==> config.mk <==
export PLATFORM = sky130hd
export DESIGN_NAME = wrr_arbiter
export DESIGN_NICKNAME = d
export VERILOG_FILES = /design/src/rtl/wrr_pkg.sv /design/src/rtl/wrr_arbiter_rr_pick_first.sv /design/src/rtl/wrr_arbiter.sv
export SDC_FILE = /design/constraint.sdc
export NUM_CORES = 1
export LEC_CHECK = 0
export CAP_MARGIN = 20
export CORE_MARGIN = 2
export CORE_UTILIZATION = 51
export CTS_CLUSTER_DIAMETER = 120
export DETAILED_ROUTE_END_ITERATION = 10
export GPL_TIMING_DRIVEN = 1
export PLACE_DENSITY = 0.75
export SLEW_MARGIN = 10
export SYNTH_ARGS = -nofsm -noshare
export SYNTH_HDL_FRONTEND = slang
export SYNTH_HIERARCHICAL = 1
export SYNTH_SLANG_ARGS = --single-unit
==> constraint.sdc <==
create_clock -name i_clk -period 2.92 [get_ports i_clk]
set_input_delay 0.584 -clock i_clk [delete_from_list [all_inputs] [get_ports i_clk]]
set_output_delay 0.584 -clock i_clk [all_outputs]
set_load 0.01 [all_outputs]
==> src/rtl/wrr_pkg.sv <==
// Shared types, default sizing and a reference pick helper for the
// weighted round-robin arbiter.
package wrr_pkg;

  localparam int WRR_N_REQ = 4;
  localparam int WRR_WW    = 6;
  localparam int WRR_DEF_W = 1;
  localparam int WRR_IW    = (WRR_N_REQ > 1) ? $clog2(WRR_N_REQ) : 1;

  typedef enum logic [1:0] {
    IDLE   = 2'd0,
    GRANT  = 2'd1,
    RELOAD = 2'd2
  } wrr_state_e;

  typedef bit [WRR_WW-1:0] weight_t;

  // First set index of mask at or after start, wrapping past the top.
  function automatic logic [WRR_IW-1:0] rr_pick(input logic [WRR_N_REQ-1:0] mask,
                                                input logic [WRR_IW-1:0]    start);
    logic [WRR_IW-1:0] idx;
    logic [WRR_IW-1:0] pos;
    logic              found;
    idx   = {WRR_IW{1'b0}};
    found = 1'b0;
    for (int k = 0; k < WRR_N_REQ; k++) begin
      pos = WRR_IW'((int'(start) + k) % WRR_N_REQ);
      if (!found && mask[pos]) begin
        found = 1'b1;
        idx   = pos;
      end else begin
        found = found;
      end
    end
    return idx;
  endfunction

endpackage

==> src/rtl/wrr_arbiter_rr_pick_first.sv <==
// Rotating priority picker: rotate the mask so 'start' sits at bit 0,
// take the lowest set bit, then rotate the result back.
module rr_pick_first #(
  parameter  int N  = 4,
  localparam int IW = (N > 1) ? $clog2(N) : 1
) (
  input  logic [N-1:0]  i_mask,
  input  logic [IW-1:0] i_start,
  output logic [N-1:0]  o_onehot,
  output logic [IW-1:0] o_idx,
  output logic          o_found
);

  localparam logic [IW:0] NV = (IW+1)'(N);

  logic [2*N-1:0] w_dbl;
  logic [N-1:0]   w_rot;
  logic [IW-1:0]  w_off;
  logic [IW:0]    w_sum;

  // Rotate, priority-encode the lowest set bit, and map back to an absolute index.
  always_comb begin
    w_dbl    = {i_mask, i_mask} >> i_start;
    w_rot    = w_dbl[N-1:0];
    w_off    = {IW{1'b0}};
    o_found  = |w_rot;
    for (int j = N - 1; j >= 0; j--) begin
      if (w_rot[j]) begin
        w_off = IW'(j);
      end else begin
        w_off = w_off;
      end
    end
    w_sum = {1'b0, i_start} + {1'b0, w_off};
    if (w_sum >= NV) begin
      o_idx = IW'(w_sum - NV);
    end else begin
      o_idx = w_sum[IW-1:0];
    end
    o_onehot        = {N{1'b0}};
    o_onehot[o_idx] = o_found;
  end

endmodule

==> src/rtl/wrr_arbiter.sv <==
// Weighted round-robin arbiter: each requester may complete up to its
// weight in transactions per round; credits are refilled when every
// eligible requester has run dry.
module wrr_arbiter
  import wrr_pkg::*;
#(
  parameter  int N_REQ = WRR_N_REQ,
  parameter  int WW    = WRR_WW,
  parameter  int DEF_W = WRR_DEF_W,
  localparam int IW    = (N_REQ > 1) ? $clog2(N_REQ) : 1
) (
  input  logic                      i_clk,
  input  logic                      i_rst_n,
  input  logic [N_REQ-1:0]          i_req,
  input  logic                      i_done,
  input  logic                      i_cfg_we,
  input  logic [N_REQ-1:0][WW-1:0]  i_cfg_weights,
  output logic [N_REQ-1:0]          o_gnt,
  output logic [IW-1:0]             o_gnt_id,
  output logic                      o_gnt_valid
);

  localparam logic [IW-1:0] LAST_ID = IW'(N_REQ - 1);
  localparam logic [WW-1:0] DEF_WV  = WW'(DEF_W);

  wrr_state_e               r_state;
  wrr_state_e               w_state_nxt;
  logic [N_REQ-1:0][WW-1:0] r_weight;
  logic [N_REQ-1:0][WW-1:0] r_credit;
  logic [IW-1:0]            r_last;
  logic [IW-1:0]            w_start;
  logic [N_REQ-1:0]         w_eligible;
  logic [N_REQ-1:0]         w_cand;
  logic [N_REQ-1:0]         w_pick_oh;
  logic [IW-1:0]            w_pick_id;
  logic                     w_pick_found;
  logic [N_REQ-1:0]         r_gnt;
  logic [N_REQ-1:0]         w_gnt_nxt;
  logic [IW-1:0]            r_gnt_id;
  logic [IW-1:0]            w_gnt_id_nxt;
  logic                     r_gnt_valid;

  // A zero weight masks a requester; a spent credit defers it to the next round.
  always_comb begin
    w_eligible = {N_REQ{1'b0}};
    w_cand     = {N_REQ{1'b0}};
    for (int i = 0; i < N_REQ; i++) begin
      w_eligible[i] = i_req[i] & (r_weight[i] != {WW{1'b0}});
      w_cand[i]     = w_eligible[i] & (r_credit[i] != {WW{1'b0}});
    end
  end

  assign w_start = (r_last == LAST_ID) ? {IW{1'b0}} : (r_last + IW'(1));

  rr_pick_first #(.N(N_REQ)) u_pick (
    .i_mask   (w_cand),
    .i_start  (w_start),
    .o_onehot (w_pick_oh),
    .o_idx    (w_pick_id),
    .o_found  (w_pick_found)
  );

  // State register.
  always_ff @(posedge i_clk or negedge i_rst_n) begin
    if (!i_rst_n) r_state <= IDLE;
    else          r_state <= w_state_nxt;
  end

  // Next-state logic: grant if anyone has credit, refill if only credit is missing.
  always_comb begin
    w_state_nxt = r_state;
    case (r_state)
      IDLE: begin
        if (w_pick_found)    w_state_nxt = GRANT;
        else if (|w_eligible) w_state_nxt = RELOAD;
        else                 w_state_nxt = IDLE;
      end
      GRANT: begin
        if (i_done) w_state_nxt = IDLE;
        else        w_state_nxt = GRANT;
      end
      RELOAD:  w_state_nxt = IDLE;
      default: w_state_nxt = IDLE;
    endcase
  end

  // Next grant value; the grant is held through GRANT until done, whatever req does.
  always_comb begin
    w_gnt_nxt    = r_gnt;
    w_gnt_id_nxt = r_gnt_id;
    case (r_state)
      IDLE: begin
        if (w_pick_found) begin
          w_gnt_nxt    = w_pick_oh;
          w_gnt_id_nxt = w_pick_id;
        end else begin
          w_gnt_nxt = {N_REQ{1'b0}};
        end
      end
      GRANT: begin
        if (i_done) w_gnt_nxt = {N_REQ{1'b0}};
        else        w_gnt_nxt = r_gnt;
      end
      RELOAD:  w_gnt_nxt = {N_REQ{1'b0}};
      default: w_gnt_nxt = {N_REQ{1'b0}};
    endcase
  end

  // Registered grant outputs.
  always_ff @(posedge i_clk or negedge i_rst_n) begin
    if (!i_rst_n) begin
      r_gnt       <= {N_REQ{1'b0}};
      r_gnt_id    <= {IW{1'b0}};
      r_gnt_valid <= 1'b0;
    end else begin
      r_gnt       <= w_gnt_nxt;
      r_gnt_id    <= w_gnt_id_nxt;
      r_gnt_valid <= |w_gnt_nxt;
    end
  end

  // Weights, credits and round-robin pointer; reset pointer makes requester 0 first.
  always_ff @(posedge i_clk or negedge i_rst_n) begin
    if (!i_rst_n) begin
      r_weight <= {N_REQ{DEF_WV}};
      r_credit <= {N_REQ{DEF_WV}};
      r_last   <= LAST_ID;
    end else begin
      if (i_cfg_we) r_weight <= i_cfg_weights;
      if (r_state == RELOAD) begin
        r_credit <= i_cfg_we ? i_cfg_weights : r_weight;
      end else if ((r_state == GRANT) && i_done) begin
        if (r_credit[r_gnt_id] != {WW{1'b0}}) begin
          r_credit[r_gnt_id] <= r_credit[r_gnt_id] - WW'(1);
        end
        r_last <= r_gnt_id;
      end
    end
  end

  assign o_gnt       = r_gnt;
  assign o_gnt_id    = r_gnt_id;
  assign o_gnt_valid = r_gnt_valid;

endmodule

==> results of run 1 <==
[cells by family (layout without fill, tap and decap cells)]
logic type,Yosys count,in the layout
AO/OA/AOI/OAI,72,72
XOR/XNOR,5,5
adder cells (fa/ha/maj),4,4
buffers and inverters,31,104
flip-flops,59,59
multiplexers,41,41
AND/OR/NAND/NOR,120,120
[power groups by stage]
| stage | sequential (mW) | clock [mW] | combinational [mW] |
|---|---|---|---|
| final | 1.36 | 0.659 | 2.92 |
| after global routing | 1.38 | 0.705 | 3.13 |
| after CTS | 1.34 | 0.667 | 2.69 |
| after detailed placement | 1.35 | 0 | 2.49 |
| after global placement | 1.34 | 0 | 2.42 |
| after floorplan | 1.28 | 0 | 1.75 |
[through the flow]
| stage | setup WS, ps | setup TNS [ps] | util | instances |
|---|---|---|---|---|
| 2_1_floorplan | -188 | -188 | - | 332 |
| 3_3_place_gp | -557 | -1710 | 0.629 | 459 |
| 3_5_place_dp | -766 | -2760 | 0.629 | 459 |
| 4_1_cts | -529 | -956 | 0.675 | 477 |
| 5_1_grt | -723 | -2400 | 0.700 | 482 |
| 6_report | -582 | -1460 | 0.700 | 482 |
[state kept, by name, indices dropped and copies added, names as in the netlist]
name and cells:
o_gnt_valid 1, r_state 2, o_gnt 4, r_last 2, r_credit 24, r_weight 24, o_gnt_id 2
[cell type report]
class / instances / area, um2
inverters: 7 / 26.3
repair buffers: 81 / 718
well taps: 77 / 96.3
fillers: 485 / 1920
clock inverters: 4 / 26.3
clock buffers: 12 / 145
multi-input cells: 242 / 2000
flip-flops and latches: 59 / 1490
[layer usage]
metal	up-vias	part of all wire	wire length (um)	GRT usage
met4	0	0.028	247	0.110
met5	-	0	0	0
met2	106	0.49	4410	0.416
li1	1367	-	-	-
met3	30	0.059	529	0.0520
met1	1472	0.42	3790	0.338
[worst paths after layout]
path | end | slack (ps) | startpoint
setup / recovery | o_gnt_valid | -580 | r_weight[15]
hold / removal | r_weight[8] | 180 | i_rst_n
setup reg to reg | o_gnt_valid | -580 | r_weight[15]
hold reg to reg | r_last[0] | 470 | r_last[0]
max in group asynchronous | r_state[1] | 2030 | i_rst_n
min in group i_clk | r_last[0] | 470 | r_last[0]
[timing repair]
action | in CTS | in global routing
pin swaps | 17 | 17
resized for setup | 20 | 19
setup buffers | 4 | 5
setup endpoints to repair | 7 | 18
[critical path: cells and delay by family, from the launching register on]
kind / cells / cell delay [ps]
DFF: 1 / 390
xor gates and xnor gates: 1 / 160
AOI/OAI and AO/OA: 6 / 850
and+or+nand+nor: 4 / 1260
buffers and inverters: 3 / 460
muxes: 1 / 80
adders and majority gates: 1 / 170
[layout by cell type (no fill, tap or decap), types with 7 or more instances in the layout]
cell type	netlist	routed
buf_4	1	40
mux2_2	29	28
mux2i_1	7	7
nor4_1	11	9
nand2_1	34	30
dfrtp_1	49	49
nor2_1	20	18
inv_1	7	7
clkbuf_8	0	10
dfstp_2	10	10
a21oi_1	27	22
nor3_1	14	14
o31ai_1	20	16
clkdlybuf4s50_1	0	37
==> summary.txt, run 1 <==
Run status
  – Status: finished, violations left
  – Failing checks: negative setup slack

Logic synthesis
  – Commonest cells in the synthesized netlist: dfrtp_1, nand2_1, mux2_2, a21oi_1
  – Largest family of logic cells by synthesized area: simple AND/OR/NAND/NOR gates
  – YS warnings: 6
  – Dominant cells by area after synthesis: dfrtp_1, mux2_2, dfstp_2, o31ai_1, a21oi_1
  – Post-synthesis simple-gate area fraction: 0.194
  – Synth cell types: 49
  – Seq cells post-synth: 59
  – Synth Instances: 332
  – Compound-Gate Fraction of Synth Area: 0.144
  – Post-synth top flop: dfrtp_1
  – Post-synth EDFFs: 0
  – Mux share of post-synthesis cell area: 0.148
  – Post-synth ARST share: 1.00
  – Post-Synth Adder-Cell Area: 0.0146
  – Xor and xnor area share after synthesis: 0.0128
  – Share of Yosys cell area claimed by the top area cell type: 0.358
  – Count leader, synth: dfrtp_1
  – Register area share after synthesis: 0.434
  – Avg Cell Area, Syn: 10.3 um2
  – Synthesized cell area: 3430 um2
  – Mapped Nets: 368
  – Synth area leader: dfrtp_1

Finish
  – Final net count: 436
  – Share of cells above drive strength 1: 0.351
  – # diodes: 0
  – Fin area: 4500 um2
  – Area Overhead vs Synth: 31.2%

Worst setup path
  – CP max-delay cell: or4_4
  – Slowest cell delay on critical path: 550 ps
  – Critical path class: flop to flop
  – CP cell instances: or4_4, o31ai_4, buf_6, a21oi_4, buf_6, o21a_1, a21oi_2, o211ai_1, buf_4, ha_4, xor2_2, nand2_2, mux2i_1, a22oi_1, nor2_1, or4_4
  – Max FO, Critical Path: 3
  – Worst Path Required: 3130 ps
  – CP Capture Type: flop
  – Critical Path Source Type: flop
  – R2R depth: 16
  – Critical path arrival: 3710 ps

Detailed routing
  – ANT nets after route: 0
  – Routed WL: 8980 um
  – Vias: 2975
  – DRC: 0
  – DRT Pass-1 Iters: 4
  – Post-DR wirelength/cell: 18.6 um
  – DR iter-0 viols: 313
  – Via-to-Cell Ratio: 6.17

Power
  – Net switching power: 2.10 mW
  – Final Power: 4.93 mW
  – Clock share of power: 0.134
  – Logic pwr share: 0.592
  – Pwr dens: 1100 nW/um2
  – Switching portion of total power: 0.426
  – Peak VDD IR: 685 uV
  – Seq pwr share: 0.275
  – Int Pwr: 2.83 mW
  – Static leakage: 1.82 nW

Hold path
  – Tightest Hold Check Type: input port to async pin

Die
  – Row cnt: 29
  – Initial Util: 0.534
  – Core area: 6420 um2
  – I/O pins: 39
  – Die Width: 86.0 um
  – Die H: 86.0 um
  – Die Area: 7400 um2

STA
  – Setup-failing EPs final: 6
  – Max Clk Rate: 286 MHz
  – Fin. Hold Viols: 0
  – Min Hold Slack: 183 ps
  – Tmin final: 3500 ps
  – Worst slew pin tran: 707 ps
  – Max-slew violation count: 0
  – Clock skew: 10.0 ps
  – RSZ-0062 raised after global routing: true
  – Rel. slew slack: 0.527
  – Final worst setup slack: -582 ps
  – Final worst path period share: 1.20

Global routing
  – Gr usage total: 0.258
  – Global-route wire length before repair: 14800 um
  – Largest net degree at the start of global routing: 48
  – Vias in the first global route: 3052
  – Initial antenna violation count: 0
  – Remaining global-route overflow: 0

Clock network
  – Worst-Skew Late Latency: 340 ps
  – CTS sink cnt: 59
  – CTS Buffer Depth: 2
  – H-tree depth: 3
  – Worst-path clk slew: 70 ps
  – CTS tree: built
  – TritonCTS Buffers: 9
  – CTS Root Cell: clkbuf_8
  – # hold bufs at CTS: 0

Placed design
  – Dpl cell area: 4040 um2
  – GP Congestion: 1.00
  – Post-detail-place hpwl: 6260 um
  – Port Buffers: 38

Run
  – # Max-Cap Violations: 0
Power figures use the tool's default switching activity.
==> run 2: changes to the inputs <==
- CORE_ASPECT_RATIO: unset -> 2
==> summary.txt, run 2 (same netlist as run 1, synthesis figures left out) <==
Finish
  – # diodes: 0 (unchanged)
  – Fill count: 493 (+1.6%)
  – Fin area: 4580 um2 (+1.8%)
  – Final net count: 439 (+0.69%)
  – Area of the multi-input gates: 1930 um2 (-3.5%)
  – Sequential cell area: 1490 um2 (unchanged)
  – Commonest non-fill, non-tap cells in the layout: dfrtp_1, buf_4, clkdlybuf4s50_1, nand2_1, mux2_2
  – Area Overhead vs Synth: 33.5%
  – Most common cell after layout, fill and taps aside: dfrtp_1
  – Share of cells above drive strength 1: 0.350 (about the same)

Power
  – Seq pwr share: 0.257 (-0.018)
  – Clock share of power: 0.203 (+0.069)
  – Peak VDD IR: 711 uV (+3.8%)
  – Int Pwr: 3.13 mW (+11%)
  – Final Power: 5.28 mW (+7.1%)
  – Pwr dens: 1150 nW/um2 (+5.3%)
  – Net switching power: 2.15 mW (+2.4%)
  – Static leakage: 1.88 nW (+3.2%)
  – Switching portion of total power: 0.407 (-0.0189)
  – Logic pwr share: 0.540 (-0.052)

Placed design
  – Port Buffers: 38 (unchanged)
  – Post-detail-place hpwl: 6910 um (+10%)
  – GP Congestion: 0.976 (-2.4%)
  – Dpl cell area: 4080 um2 (+1.1%)

Detailed routing
  – Via-to-Cell Ratio: 5.95 (-3.5%)
  – Post-DR wirelength/cell: 19.3 um (+3.8%)
  – ANT nets after route: 0 (unchanged)
  – Routed WL: 9590 um (+6.8%)
  – DRT Pass-1 Iters: 5 (+1)
  – DRC: 0 (unchanged)
  – DR iter-0 viols: 185 (-41%)
  – Vias: 2953 (-0.74%)

Global routing
  – Gr usage total: 0.288 (+0.0302)
  – Initial antenna violation count: 0 (unchanged)
  – Vias in the first global route: 3091 (+1.3%)
  – Largest net degree at the start of global routing: 60 (+25%)
  – Global-route wire length before repair: 15300 um (+3.2%)
  – Remaining global-route overflow: 0 (unchanged)

Die
  – Die H: 120 um (+39%)
  – Die Area: 7440 um2 (+0.53%)
  – Die Width: 62.0 um (-28%)
  – Initial Util: 0.522 (-0.0119)
  – Core area: 6570 um2 (+2.3%)
  – Row cnt: 42 (+45%)
  – I/O pins: 39 (unchanged)

STA
  – Fin. Hold Viols: 0 (unchanged)
  – RSZ-0062 raised after global routing: true
  – Min Hold Slack: 401 ps (+218 ps)
  – Clock skew: 7.19 ps (-2.86 ps)
  – Rel. slew slack: 0.488 (-0.0389)
  – Final worst path period share: 1.17 (-0.0341)
  – Max Clk Rate: 294 MHz (+2.9%)
  – Setup-failing EPs final: 3 (-3)
  – Max-slew violation count: 0 (unchanged)
  – Final worst setup slack: -483 ps (+99.5 ps)
  – Tmin final: 3400 ps (-99.5 ps)
  – Worst slew pin tran: 768 ps (+61.1 ps)

Worst setup path
  – Critical Path Source Type: flop
  – Critical path class: flop to flop
  – Critical path arrival: 3600 ps (-110 ps)
  – Worst Path Required: 3110 ps (-20 ps)
  – R2R depth: 14 (-2)
  – Reg-to-reg setup timing slack: -480 ps (+100 ps)
  – CP Capture Type: flop
  – Reg-to-Reg End: o_gnt_valid
  – Max FO, Critical Path: 4 (+1)
  – Launching point of the worst reg2reg path: r_weight[22]

Clock network
  – CTS Buffer Depth: 2 (unchanged)
  – CTS sink cnt: 59 (unchanged)
  – CTS Root Cell: clkbuf_16
  – Worst-Skew Late Latency: 330 ps (about the same)
  – TritonCTS Buffers: 9 (unchanged)
  – CTS tree: built
  – Worst-path clk slew: 50 ps (-20 ps)
  – H-tree depth: 3 (unchanged)

Hold path
  – Tightest Hold Check Type: input port to async pin

Run
  – # Max-Cap Violations: 0 (unchanged)

Run status
  – Failing checks: negative setup slack
  – Status: finished, violations left
-- run 2: layout make-up --
class | instances | share of cell area
clock buffer | 12 | 0.0560
clock inverter | 4 | 0.0107
inverter | 7 | 0.00574
multi-input combinational | 242 | 0.421
sequential | 59 | 0.325
tap | 88 | 0.0241
timing repair buffer | 84 | 0.157
-- run 2: timing repair --
item	in CTS	in global routing
resized for setup	17	12
hold endpoints to repair	0	0
hold buffers	0	0
buffers inserted	5	2
pin swaps	13	12
endpoints found under the setup margin	7	30
-- run 2: stage by stage --
step	cells	TNS, ps	utilization	setup WS, ps
2_1_floorplan	332	-188	-	-188
3_3_place_gp	474	-1890	0.621	-625
3_5_place_dp	474	-2390	0.621	-737
4_1_cts	494	-829	0.685	-484
5_1_grt	496	-1960	0.697	-588
6_report	496	-842	0.697	-483
-- run 2: power groups by stage --
stage,Sequential (mW),Clock (mW),Combinational [mW]
detailed placement,1.35,0,2.57
CTS,1.35,1.09,2.72
global placement,1.34,0,2.52
floorplan,1.28,0,1.75
global route,1.39,1.12,3.07
finish,1.36,1.07,2.85
-- run 2: worst max path at each step --
stage	from	end	slack (ps)	cells after the start
3_5_place_dp	i_req[0]	o_gnt_valid	-740	16
5_1_grt	r_weight[8]	o_gnt_valid	-590	16
3_3_place_gp	i_req[0]	o_gnt_valid	-630	16
4_1_cts	r_weight[8]	o_gnt_valid	-480	17
2_1_floorplan	r_weight[14]	o_gnt_valid	-190	14
6_report	r_weight[22]	o_gnt_valid	-480	14
-- run 2: worst max-delay path: stages, from the launching register on --
cell	delay (ps)
dfrtp_1	390
or4_1	590
o31ai_4	250
a21oi_2	120
nor3b_2	180
o21ai_1	170
o211ai_1	140
buf_4	170
ha_4	270
nor2_4	40
nand2_1	80
mux2i_1	90
a22oi_1	180
nor2_1	80
or4_1	530
-- run 2: per-layer routing --
layer,up-vias,routed length [um],track usage,share of wire
met5,-,0,0,0
met4,0,510,0.184,0.053
met3,34,406,0.0496,0.042
met2,110,5380,0.481,0.56
met1,1448,3290,0.314,0.34
li1,1361,-,-,-
==> run 3: changes to the inputs <==
- CAP_MARGIN: 20 -> unset
==> results of run 3 <==
Final layout, timing and power as in run 2 (identical DEF).
